### src/rtl/mem_port_arbiter_pkg.sv
// Shared types and constants for the unified I/D memory port arbiter.
package mem_port_arbiter_pkg;

  typedef enum logic [1:0] {
    RESP_IDLE = 2'd0,
    RESP_IF   = 2'd1,
    RESP_DM   = 2'd2
  } resp_state_e;

  localparam int MAX_STARVE_DEF = 4;
  localparam int BE_W = 4;
  localparam logic [BE_W-1:0] BE_WORD = 4'b1111;

  // Loads always read the whole word; only stores honour the requester's lanes.
  function automatic logic [BE_W-1:0] data_be(input logic we, input logic [BE_W-1:0] be);
    return we ? be : BE_WORD;
  endfunction

endpackage

### src/rtl/mem_port_arbiter_if.sv
// Fetch, data and memory-side bus bundle for mem_port_arbiter.
interface mem_port_arbiter_if #(
  parameter int ADDR_W = 8,
  parameter int DATA_W = 32
);
  import mem_port_arbiter_pkg::*;

  logic              if_req;
  logic [ADDR_W-1:0] if_addr;
  logic              if_gnt;
  logic              stall_if;
  logic              if_rvalid;
  logic [DATA_W-1:0] if_rdata;

  logic              dm_req;
  logic              dm_we;
  logic [BE_W-1:0]   dm_be;
  logic [ADDR_W-1:0] dm_addr;
  logic [DATA_W-1:0] dm_wdata;
  logic              dm_gnt;
  logic              dm_rvalid;
  logic [DATA_W-1:0] dm_rdata;

  logic              mem_en;
  logic              mem_we;
  logic [BE_W-1:0]   mem_be;
  logic [ADDR_W-1:0] mem_addr;
  logic [DATA_W-1:0] mem_wdata;
  logic [DATA_W-1:0] mem_rdata;

  modport slave (
    input  if_req, if_addr, dm_req, dm_we, dm_be, dm_addr, dm_wdata, mem_rdata,
    output if_gnt, stall_if, if_rvalid, if_rdata, dm_gnt, dm_rvalid, dm_rdata,
           mem_en, mem_we, mem_be, mem_addr, mem_wdata
  );

  modport master (
    output if_req, if_addr, dm_req, dm_we, dm_be, dm_addr, dm_wdata, mem_rdata,
    input  if_gnt, stall_if, if_rvalid, if_rdata, dm_gnt, dm_rvalid, dm_rdata,
           mem_en, mem_we, mem_be, mem_addr, mem_wdata
  );

endinterface

### src/rtl/mem_port_arbiter_starve_counter.sv
// Saturating count of consecutive denied fetch cycles; at_max flips priority to fetch.
module starve_counter #(
  parameter int MAX = 4
) (
  input  logic clk,
  input  logic rst_n,
  input  logic inc,
  input  logic clr,
  output logic at_max
);
  localparam int CNT_W = (MAX < 1) ? 1 : $clog2(MAX + 1);

  logic [CNT_W-1:0] cnt_p1;

  always_ff @(posedge clk or negedge rst_n) begin
    if (!rst_n) begin
      cnt_p1 <= '0;
    end else if (clr) begin
      cnt_p1 <= '0;
    end else if (inc && !at_max) begin
      cnt_p1 <= cnt_p1 + CNT_W'(1);
    end
  end

  assign at_max = (cnt_p1 == CNT_W'(MAX));

endmodule

### src/rtl/mem_port_arbiter.sv
// Shares one single-ported synchronous memory between fetch and data access,
// steering the one-cycle-late read data back to whichever side owned the port.
module mem_port_arbiter
  import mem_port_arbiter_pkg::*;
#(
  parameter int ADDR_W     = 8,
  parameter int DATA_W     = 32,
  parameter int MAX_STARVE = MAX_STARVE_DEF
) (
  input logic               clk,
  input logic               rst_n,
  mem_port_arbiter_if.slave bus
);

  logic              if_gnt_c;
  logic              dm_gnt_c;
  logic              at_max;
  logic              starve_inc;
  logic              starve_clr;
  logic              mem_en_c;
  logic              mem_we_c;
  logic [BE_W-1:0]   mem_be_c;
  logic [ADDR_W-1:0] mem_addr_c;
  logic [DATA_W-1:0] mem_wdata_c;
  resp_state_e       state_p1;
  resp_state_e       state_nxt;
  logic              if_rvalid_c;
  logic              dm_rvalid_c;
  logic [DATA_W-1:0] if_rdata_p1;
  logic [DATA_W-1:0] dm_rdata_p1;
  logic              unused_addr_bits;

  // Grants are forced low while reset is asserted so nothing reaches the memory.
  always_comb begin
    if_gnt_c = rst_n & bus.if_req & (~bus.dm_req | at_max);
    dm_gnt_c = rst_n & bus.dm_req & ~if_gnt_c;
  end

  assign starve_inc = bus.if_req & ~if_gnt_c;
  assign starve_clr = if_gnt_c | ~bus.if_req;

  starve_counter #(.MAX(MAX_STARVE)) u_starve (
    .clk    (clk),
    .rst_n  (rst_n),
    .inc    (starve_inc),
    .clr    (starve_clr),
    .at_max (at_max)
  );

  // Byte offsets are dropped at the port; sub-word extraction happens downstream.
  assign unused_addr_bits = ^{bus.if_addr[1:0], bus.dm_addr[1:0]};

  always_comb begin
    mem_en_c    = 1'b0;
    mem_we_c    = 1'b0;
    mem_be_c    = '0;
    mem_addr_c  = '0;
    mem_wdata_c = '0;
    if (if_gnt_c) begin
      mem_en_c   = 1'b1;
      mem_be_c   = BE_WORD;
      mem_addr_c = {bus.if_addr[ADDR_W-1:2], 2'b00};
    end else if (dm_gnt_c) begin
      mem_en_c    = 1'b1;
      mem_we_c    = bus.dm_we;
      mem_be_c    = data_be(bus.dm_we, bus.dm_be);
      mem_addr_c  = {bus.dm_addr[ADDR_W-1:2], 2'b00};
      mem_wdata_c = bus.dm_wdata;
    end
  end

  // ---- stage p0 -> p1: response ownership for next cycle's read data ----
  always_ff @(posedge clk or negedge rst_n) begin
    if (!rst_n) begin
      state_p1 <= RESP_IDLE;
    end else begin
      state_p1 <= state_nxt;
    end
  end

  always_comb begin
    state_nxt   = RESP_IDLE;
    if_rvalid_c = 1'b0;
    dm_rvalid_c = 1'b0;
    if (if_gnt_c) begin
      state_nxt = RESP_IF;
    end else if (dm_gnt_c && !bus.dm_we) begin
      state_nxt = RESP_DM;
    end
    case (state_p1)
      RESP_IF: if_rvalid_c = 1'b1;
      RESP_DM: dm_rvalid_c = 1'b1;
      default: ;
    endcase
  end

  // ---- stage p1: capture returned word so the non-owner keeps its last value ----
  always_ff @(posedge clk or negedge rst_n) begin
    if (!rst_n) begin
      if_rdata_p1 <= '0;
      dm_rdata_p1 <= '0;
    end else begin
      if (if_rvalid_c) if_rdata_p1 <= bus.mem_rdata;
      if (dm_rvalid_c) dm_rdata_p1 <= bus.mem_rdata;
    end
  end

  assign bus.if_gnt    = if_gnt_c;
  assign bus.dm_gnt    = dm_gnt_c;
  assign bus.stall_if  = bus.if_req & ~if_gnt_c;
  assign bus.if_rvalid = if_rvalid_c;
  assign bus.dm_rvalid = dm_rvalid_c;
  assign bus.if_rdata  = if_rvalid_c ? bus.mem_rdata : if_rdata_p1;
  assign bus.dm_rdata  = dm_rvalid_c ? bus.mem_rdata : dm_rdata_p1;
  assign bus.mem_en    = mem_en_c;
  assign bus.mem_we    = mem_we_c;
  assign bus.mem_be    = mem_be_c;
  assign bus.mem_addr  = mem_addr_c;
  assign bus.mem_wdata = mem_wdata_c;

endmodule

### src/flat_wrapper.sv
// flat-port wrapper written by rule: the top's interface ports become plain ports
module mem_port_arbiter_flat import mem_port_arbiter_pkg::*;
#(
  parameter int ADDR_W     = 8,
  parameter int DATA_W     = 32,
  parameter int MAX_STARVE = MAX_STARVE_DEF
)
  (clk, rst_n, bus_if_req, bus_if_addr, bus_dm_req, bus_dm_we, bus_dm_be, bus_dm_addr, bus_dm_wdata, bus_mem_rdata, bus_if_gnt, bus_stall_if, bus_if_rvalid, bus_if_rdata, bus_dm_gnt, bus_dm_rvalid, bus_dm_rdata, bus_mem_en, bus_mem_we, bus_mem_be, bus_mem_addr, bus_mem_wdata);
  mem_port_arbiter_if #(.ADDR_W(ADDR_W), .DATA_W(DATA_W)) bus_i ();
  input logic clk;
  input logic rst_n;
  input wire logic [$bits(bus_i.if_req)-1:0] bus_if_req;
  input wire logic [$bits(bus_i.if_addr)-1:0] bus_if_addr;
  input wire logic [$bits(bus_i.dm_req)-1:0] bus_dm_req;
  input wire logic [$bits(bus_i.dm_we)-1:0] bus_dm_we;
  input wire logic [$bits(bus_i.dm_be)-1:0] bus_dm_be;
  input wire logic [$bits(bus_i.dm_addr)-1:0] bus_dm_addr;
  input wire logic [$bits(bus_i.dm_wdata)-1:0] bus_dm_wdata;
  input wire logic [$bits(bus_i.mem_rdata)-1:0] bus_mem_rdata;
  output wire logic [$bits(bus_i.if_gnt)-1:0] bus_if_gnt;
  output wire logic [$bits(bus_i.stall_if)-1:0] bus_stall_if;
  output wire logic [$bits(bus_i.if_rvalid)-1:0] bus_if_rvalid;
  output wire logic [$bits(bus_i.if_rdata)-1:0] bus_if_rdata;
  output wire logic [$bits(bus_i.dm_gnt)-1:0] bus_dm_gnt;
  output wire logic [$bits(bus_i.dm_rvalid)-1:0] bus_dm_rvalid;
  output wire logic [$bits(bus_i.dm_rdata)-1:0] bus_dm_rdata;
  output wire logic [$bits(bus_i.mem_en)-1:0] bus_mem_en;
  output wire logic [$bits(bus_i.mem_we)-1:0] bus_mem_we;
  output wire logic [$bits(bus_i.mem_be)-1:0] bus_mem_be;
  output wire logic [$bits(bus_i.mem_addr)-1:0] bus_mem_addr;
  output wire logic [$bits(bus_i.mem_wdata)-1:0] bus_mem_wdata;
  assign bus_i.if_req = bus_if_req;
  assign bus_i.if_addr = bus_if_addr;
  assign bus_i.dm_req = bus_dm_req;
  assign bus_i.dm_we = bus_dm_we;
  assign bus_i.dm_be = bus_dm_be;
  assign bus_i.dm_addr = bus_dm_addr;
  assign bus_i.dm_wdata = bus_dm_wdata;
  assign bus_i.mem_rdata = bus_mem_rdata;
  assign bus_if_gnt = bus_i.if_gnt;
  assign bus_stall_if = bus_i.stall_if;
  assign bus_if_rvalid = bus_i.if_rvalid;
  assign bus_if_rdata = bus_i.if_rdata;
  assign bus_dm_gnt = bus_i.dm_gnt;
  assign bus_dm_rvalid = bus_i.dm_rvalid;
  assign bus_dm_rdata = bus_i.dm_rdata;
  assign bus_mem_en = bus_i.mem_en;
  assign bus_mem_we = bus_i.mem_we;
  assign bus_mem_be = bus_i.mem_be;
  assign bus_mem_addr = bus_i.mem_addr;
  assign bus_mem_wdata = bus_i.mem_wdata;
  mem_port_arbiter #(.ADDR_W(ADDR_W), .DATA_W(DATA_W), .MAX_STARVE(MAX_STARVE)) u_core (.clk(clk), .rst_n(rst_n), .bus(bus_i));
endmodule
### config.mk
export PLATFORM = sky130hd
export DESIGN_NAME = mem_port_arbiter_flat
export DESIGN_NICKNAME = d
export VERILOG_FILES = /design/src/rtl/mem_port_arbiter_pkg.sv /design/src/rtl/mem_port_arbiter_if.sv /design/src/rtl/mem_port_arbiter_starve_counter.sv /design/src/rtl/mem_port_arbiter.sv /design/src/flat_wrapper.sv
export SDC_FILE = /design/constraint.sdc
export NUM_CORES = 1
export LEC_CHECK = 0
export CORE_MARGIN = 4
export CORE_UTILIZATION = 34
export DETAILED_ROUTE_END_ITERATION = 12
export PLACE_DENSITY = 0.86
export REMOVE_ABC_BUFFERS = 1
export SYNTH_ARGS = -nofsm -noshare
export SYNTH_HDL_FRONTEND = slang
export SYNTH_SLANG_ARGS = --single-unit
### constraint.sdc
create_clock -name clk -period 2.79 [get_ports clk]
set_input_delay 0.558 -clock clk [delete_from_list [all_inputs] [get_ports clk]]
set_output_delay 0.558 -clock clk [all_outputs]
set_load 0.005 [all_outputs]
==> impl_metrics.yaml, run 1 <==
placed_design:
  placed_cell_area_um2: 5390
  dp_hpwl_um: 7650
  gp_congestion: 0.814
  pre_cts_ws_ps: -51.1
  port_buffers: 197
clock_tree:
  htreeDepth: 3
  clock_latency_ps: 320
  clock_sinks: 69
  cts_buffers: 9
  cts.hold.buffers_added: 0
  cts_tree: "done"
  cts.clk_slew.worst_paths_ps: 70
  clockRootBuffer: "clkbuf_8"
  clock_path_buffers: 2
detailed_routing:
  ant_nets: 0
  drc: 0
  wl_per_cell_um: 17.7
  num_vias: 2479
  vias_per_cell: 4.46
  drt_iter0_drc: 62
  wirelength_um: 9850
  drtPass1Iterations: 5
timing:
  clock_skew_ps: 7.78
  period_needed_ps: 2670
  fin_tns_setup_ps: 0
  period_share: 0.956
  relSlewSlack: 0.431
  finalHoldViolations: 0
  slew_viol_final: 0
  tightestPinTransition_ps: 853
  fin_ws_ps: 122
  finalSetupViolations: 0
  max_freq_ghz: 0.375
  rsz0062_at_grt: "false"
die:
  die_h_um: 106
  chipWidth_um: 106
  io_pins: 204
  dieArea_um2: 11300
  core_area_um2: 9330
  placement_rows: 35
  initial_core_util: 0.353
setup_path:
  crit_arrival_ps: 2110
  crit_fanout: 7
  rrSetupSlack_ps: 1410
  reg2reg_depth: 5
  r2r_start: "u_core.u_starve.cnt_p1[0]"
  cp-start-kind: "flop"
  critical_path.endpoint_type: "primary output"
  worstSetupPathType: "reg2out"
  cp_data_required_time_ps: 2230
  reg2reg_to: "u_core.u_starve.cnt_p1[1]"
cells_and_area:
  utilization: 0.606
  antenna_cells: 0
  fin_area_um2: 5650
  synthToLayoutAreaGrowth_pct: 71.5
  fin_nets: 515
  drive_above_1_share: 0.239
hold_path:
  hold-path-cell-count: 1
  hold_start: "u_core.dm_rdata_p1[21]"
  min_to: "u_core.dm_rdata_p1[21]"
  min_path_type: "reg2reg"
global_routing:
  grt_overflow: 0
  grt_max_degree: 70
  antenna_found_initial: 0
  grt_first_pass_wirelength_um: 15100
  track_usage: 0.174
  grt_pass1_vias: 2731
synthesis:
  synth_top_area_frac: 0.524
  yosysSeqAreaShare: 0.524
  async_flop_share: 1.00
  synth_top_cells_by_count: "69 x dfrtp_1, 58 x mux2_4, 34 x and2_1"
  yosysMostFrequentCell: "dfrtp_1"
  synth_ff_type: "dfrtp_1"
  syn-cell-area_um2: 3300
  synthCells: 218
  yosys_warnings: 0
  ys_types: 27
  synth_area_leader_cell: "dfrtp_1"
  ys_seq_elements: 69
  synth.avg_cell_area_um2: 15.1
  synth_edf_count: 0
  synth_area_leaders: "dfrtp_1 52%, mux2_4 26%, and2_1 6.5%, buf_6 3.4%, mux2_2 2.1%"
power_and_ir_drop:
  irDropWorstVdd_v: 0.000254
  leakagePower_uw: 0.00249
  power_uw: 3190
  cellPowerDensity_nw_per_um2: 564
flow_run:
  cap_viol_max_count: 0
status:
  outcome: "finished, final reports clean"
## state kept, by name, indices dropped and copies added, names as in the netlist
register and flops:
u_core.if_rdata_p1 32, u_core.dm_rdata_p1 32, u_core.u_starve.cnt_p1 3, u_core.state_p1 2
## repair_timing
item                       4_1_cts  5_1_grt
resized for setup                3        2
gates cloned                     1        0
setup buffers                    1        1
pin swaps                        0        1
setup endpoints to repair       17       22
## worst max path at each step
| stage | from | to | slack, ps |
|---|---|---|---|
| floorplan | u_core.state_p1[1] | bus_if_rdata[29] | -900 |
| CTS | u_core.u_starve.cnt_p1[0] | bus_mem_addr[3] | 20 |
| finish | u_core.u_starve.cnt_p1[0] | bus_mem_addr[4] | 120 |
| global placement | bus_dm_req | bus_mem_wdata[2] | -3 |
| detailed placement | bus_dm_req | bus_mem_wdata[2] | -50 |
| global route | u_core.u_starve.cnt_p1[0] | bus_mem_addr[3] | 6 |
## cells in the final DEF (no fill, tap or decap), types with 2 or more instances in the layout
cell,Yosys,routed
a22o_2,6,6
and2_1,34,34
and3_1,2,2
buf_12,0,3
buf_4,2,7
clkbuf_8,0,12
clkdlybuf4s50_1,0,194
conb_1,1,2
dfrtp_1,69,69
inv_1,3,3
mux2_2,6,6
mux2_4,58,58
nand2_2,2,2
nor2b_1,5,4
o21ai_0,4,4
## worst max-delay path, cell delays in order (launching register included)
cell and delay, ps:
dfrtp_1 390, inv_1 130, ha_4 190, a21bo_1 130, nand3_1 120, inv_2 150
a22o_2 150, clkdlybuf4s50_1 530
## per-layer routing
layer	share of wire	vias up	global-route usage
met1	0.37	1193	0.188
met4	0.019	0	0.0466
li1	-	1146	-
met3	0.079	11	0.0601
met2	0.53	129	0.323
met5	0	-	0
## logic make-up after synthesis
family | after synthesis | share of synthesized area
DFF | 69 | 0.524
muxes | 65 | 0.288
and+or+nand+nor | 48 | 0.0907
buffers and inverters | 18 | 0.0463
AOI/OAI and AO/OA | 14 | 0.0395
adders and majority gates | 2 | 0.00759
other | 1 | 0.00114
xor gates and xnor gates | 1 | 0.00266
## power breakdown
group          switching [µW]  internal (µW)  total [µW]  leakage, µW
logic                     343            778        1120      0.00157
clock network             333            477         810     0.000102
registers                58.9           1200        1260     0.000819
## cell type report
class / instances / area (µm²)
clock inverters: 1 / 30.0
fillers: 751 / 3670
inverters: 4 / 15.0
clock buffers: 13 / 169
repair buffers: 208 / 2110
well taps: 129 / 161
flip-flops and latches: 69 / 1730
multi-input cells: 132 / 1440
## metrics by stage
stage	hold slack, ps	instances
after detailed placement	477	539
after floorplan	262	205
after CTS	495	555
final	492	556
after global placement	476	539
after global routing	502	556
Power figures use the tool's default switching activity.
==> run 2: changes to the inputs <==
PLACE_DENSITY = 0.75   (was 0.86)
==> run 2 against run 1 <==
Net effect: count of clock-buffer cells in the layout shrank 2; cell area grew 2.3%; power grew 9.7%; non-clock buffer count grew 3.
==> impl_metrics.yaml, run 2 (same netlist as run 1, synthesis figures left out) <==
hold_path:
  min_path_type: "in2async"
power_and_ir_drop:
  seq_power_share: 0.359
  swShare: 0.224
  combPwrFrac: 0.323
  irDropWorstVdd_v: 0.000301
  p_int_uw: 2710
  clock_power_share: 0.318
  switchingPower_uw: 782
  cellPowerDensity_nw_per_um2: 604
  leakagePower_uw: 0.00263
timing:
  finalHoldViolations: 0
  period_share: 0.969
  clock_skew_ps: 3.78
  max_freq_ghz: 0.370
  fin_ws_ps: 87.4
  tightestPinTransition_ps: 829
  period_needed_ps: 2700
  fin_tns_setup_ps: 0
  relSlewSlack: 0.447
  slew_viol_final: 0
  finalSetupViolations: 0
setup_path:
  worstSetupPathType: "reg2out"
  crit_path_max_incr_delay_ps: 510
  path_buf_inv: 4
  crit_fanout: 20
  crit_arrival_ps: 2140
  crit_path_cell_trace: "inv_2 -> ha_4 -> a31oi_4 -> buf_12 -> clkbuf_16 -> and2_1 -> clkdlybuf4s50_1"
  critical_path.endpoint_type: "primary output"
  crit_family: "buffers and inverters"
  cp-start-kind: "flop"
  critPathSlowestCell: "clkdlybuf4s50_1"
  cp_data_required_time_ps: 2230
die:
  initial_core_util: 0.353
  placement_rows: 35
  dieArea_um2: 11300
  io_pins: 204
  die_h_um: 106
  chipWidth_um: 106
  core_area_um2: 9330
detailed_routing:
  vias_per_cell: 4.49
  wirelength_um: 10500
  num_vias: 2521
  ant_nets: 0
  drt_iter0_drc: 91
  wl_per_cell_um: 18.8
  drc: 0
  drtPass1Iterations: 4
cells_and_area:
  register_area_um2: 1730
  antenna_cells: 0
  fin_nets: 518
  fillers: 752
  reg_top3: "u_core.dm_rdata_p1 x32, u_core.if_rdata_p1 x32, u_core.u_starve.cnt_p1 x3"
  drive_above_1_share: 0.255
  final_cells: 561
  mostFrequentLayoutCell: "clkdlybuf4s50_1"
  synthToLayoutAreaGrowth_pct: 75.5
  multi_input_area_um2: 1440
  final_cell_mix: "182 x clkdlybuf4s50_1, 69 x dfrtp_1, 58 x mux2_4"
  fin_area_um2: 5780
placed_design:
  gp_congestion: 0.847
  pre_cts_ws_ps: -7.16
  dp_hpwl_um: 8110
  placed_cell_area_um2: 5420
  numPlacedInstances: 541
  port_buffers: 197
clock_tree:
  clock_path_buffers: 2
  cts.hold.buffers_added: 0
  clock_latency_ps: 330
  cts.clk_slew.worst_paths_ps: 70
  htreeDepth: 3
  cts_tree: "done"
  cts_buffers: 9
  clockRootBuffer: "clkbuf_8"
  clock_sinks: 69
status:
  outcome: "finished, final reports clean"
flow_run:
  cap_viol_max_count: 0
global_routing:
  track_usage: 0.181
  grt_pass1_vias: 2858
  grt_first_pass_wirelength_um: 15600
  grt_max_degree: 67
  grt_overflow: 0
  antenna_found_initial: 0
==> run 2: area by class of cell <==
class | instances | area share
well taps | 129 | 0.0279
repair buffers | 211 | 0.373
clock buffers | 11 | 0.0262
inverters | 4 | 0.00260
clock inverters | 5 | 0.0223
multi-input cells | 132 | 0.249
flip-flops and latches | 69 | 0.299
==> run 2: path summary, 6_finish.rpt <==
check,start,to,slack (ps),depth (start not counted)
setup / recovery,u_core.u_starve.cnt_p1[1],bus_mem_wdata[19],90,7
setup reg to reg,u_core.state_p1[1],u_core.if_rdata_p1[31],1400,3
max in group asynchronous,rst_n,u_core.if_rdata_p1[24],1730,2
min in group clk,u_core.if_rdata_p1[21],u_core.if_rdata_p1[21],490,1
hold / removal,rst_n,u_core.if_rdata_p1[31],30,1
hold reg to reg,u_core.if_rdata_p1[21],u_core.if_rdata_p1[21],490,1
==> run 2: metal layers <==
| layer | global-route usage | routed length, µm |
|---|---|---|
| met3 | 0.0801 | 982 |
| met2 | 0.335 | 5470 |
| met1 | 0.181 | 3760 |
| met4 | 0.0548 | 328 |
| met5 | 0 | 0 |
==> run 2: power by group through the flow <==
stage	clock, µW	sequential (µW)	combinational, µW
after floorplan	0	1250	439
after global placement	0	1260	1110
after detailed placement	0	1270	1120
after CTS	1150	1260	1130
after global routing	1180	1270	1210
final	1110	1250	1130
==> run 2: timing repair <==
item                                    in CTS  in global routing
endpoints found under the setup margin      17                 31
buffers inserted                             0                  1
gates resized for setup                     12                  6
gates cloned                                 0                  3
==> run 2: stage by stage <==
stage	util	power, µW	hold slack [ps]
6_report	0.620	3500	30.1
5_1_grt	0.620	3660	0.545
4_1_cts	0.609	3530	7.98
3_3_place_gp	0.581	2370	380
3_5_place_dp	0.581	2400	383
2_1_floorplan	-	1690	262
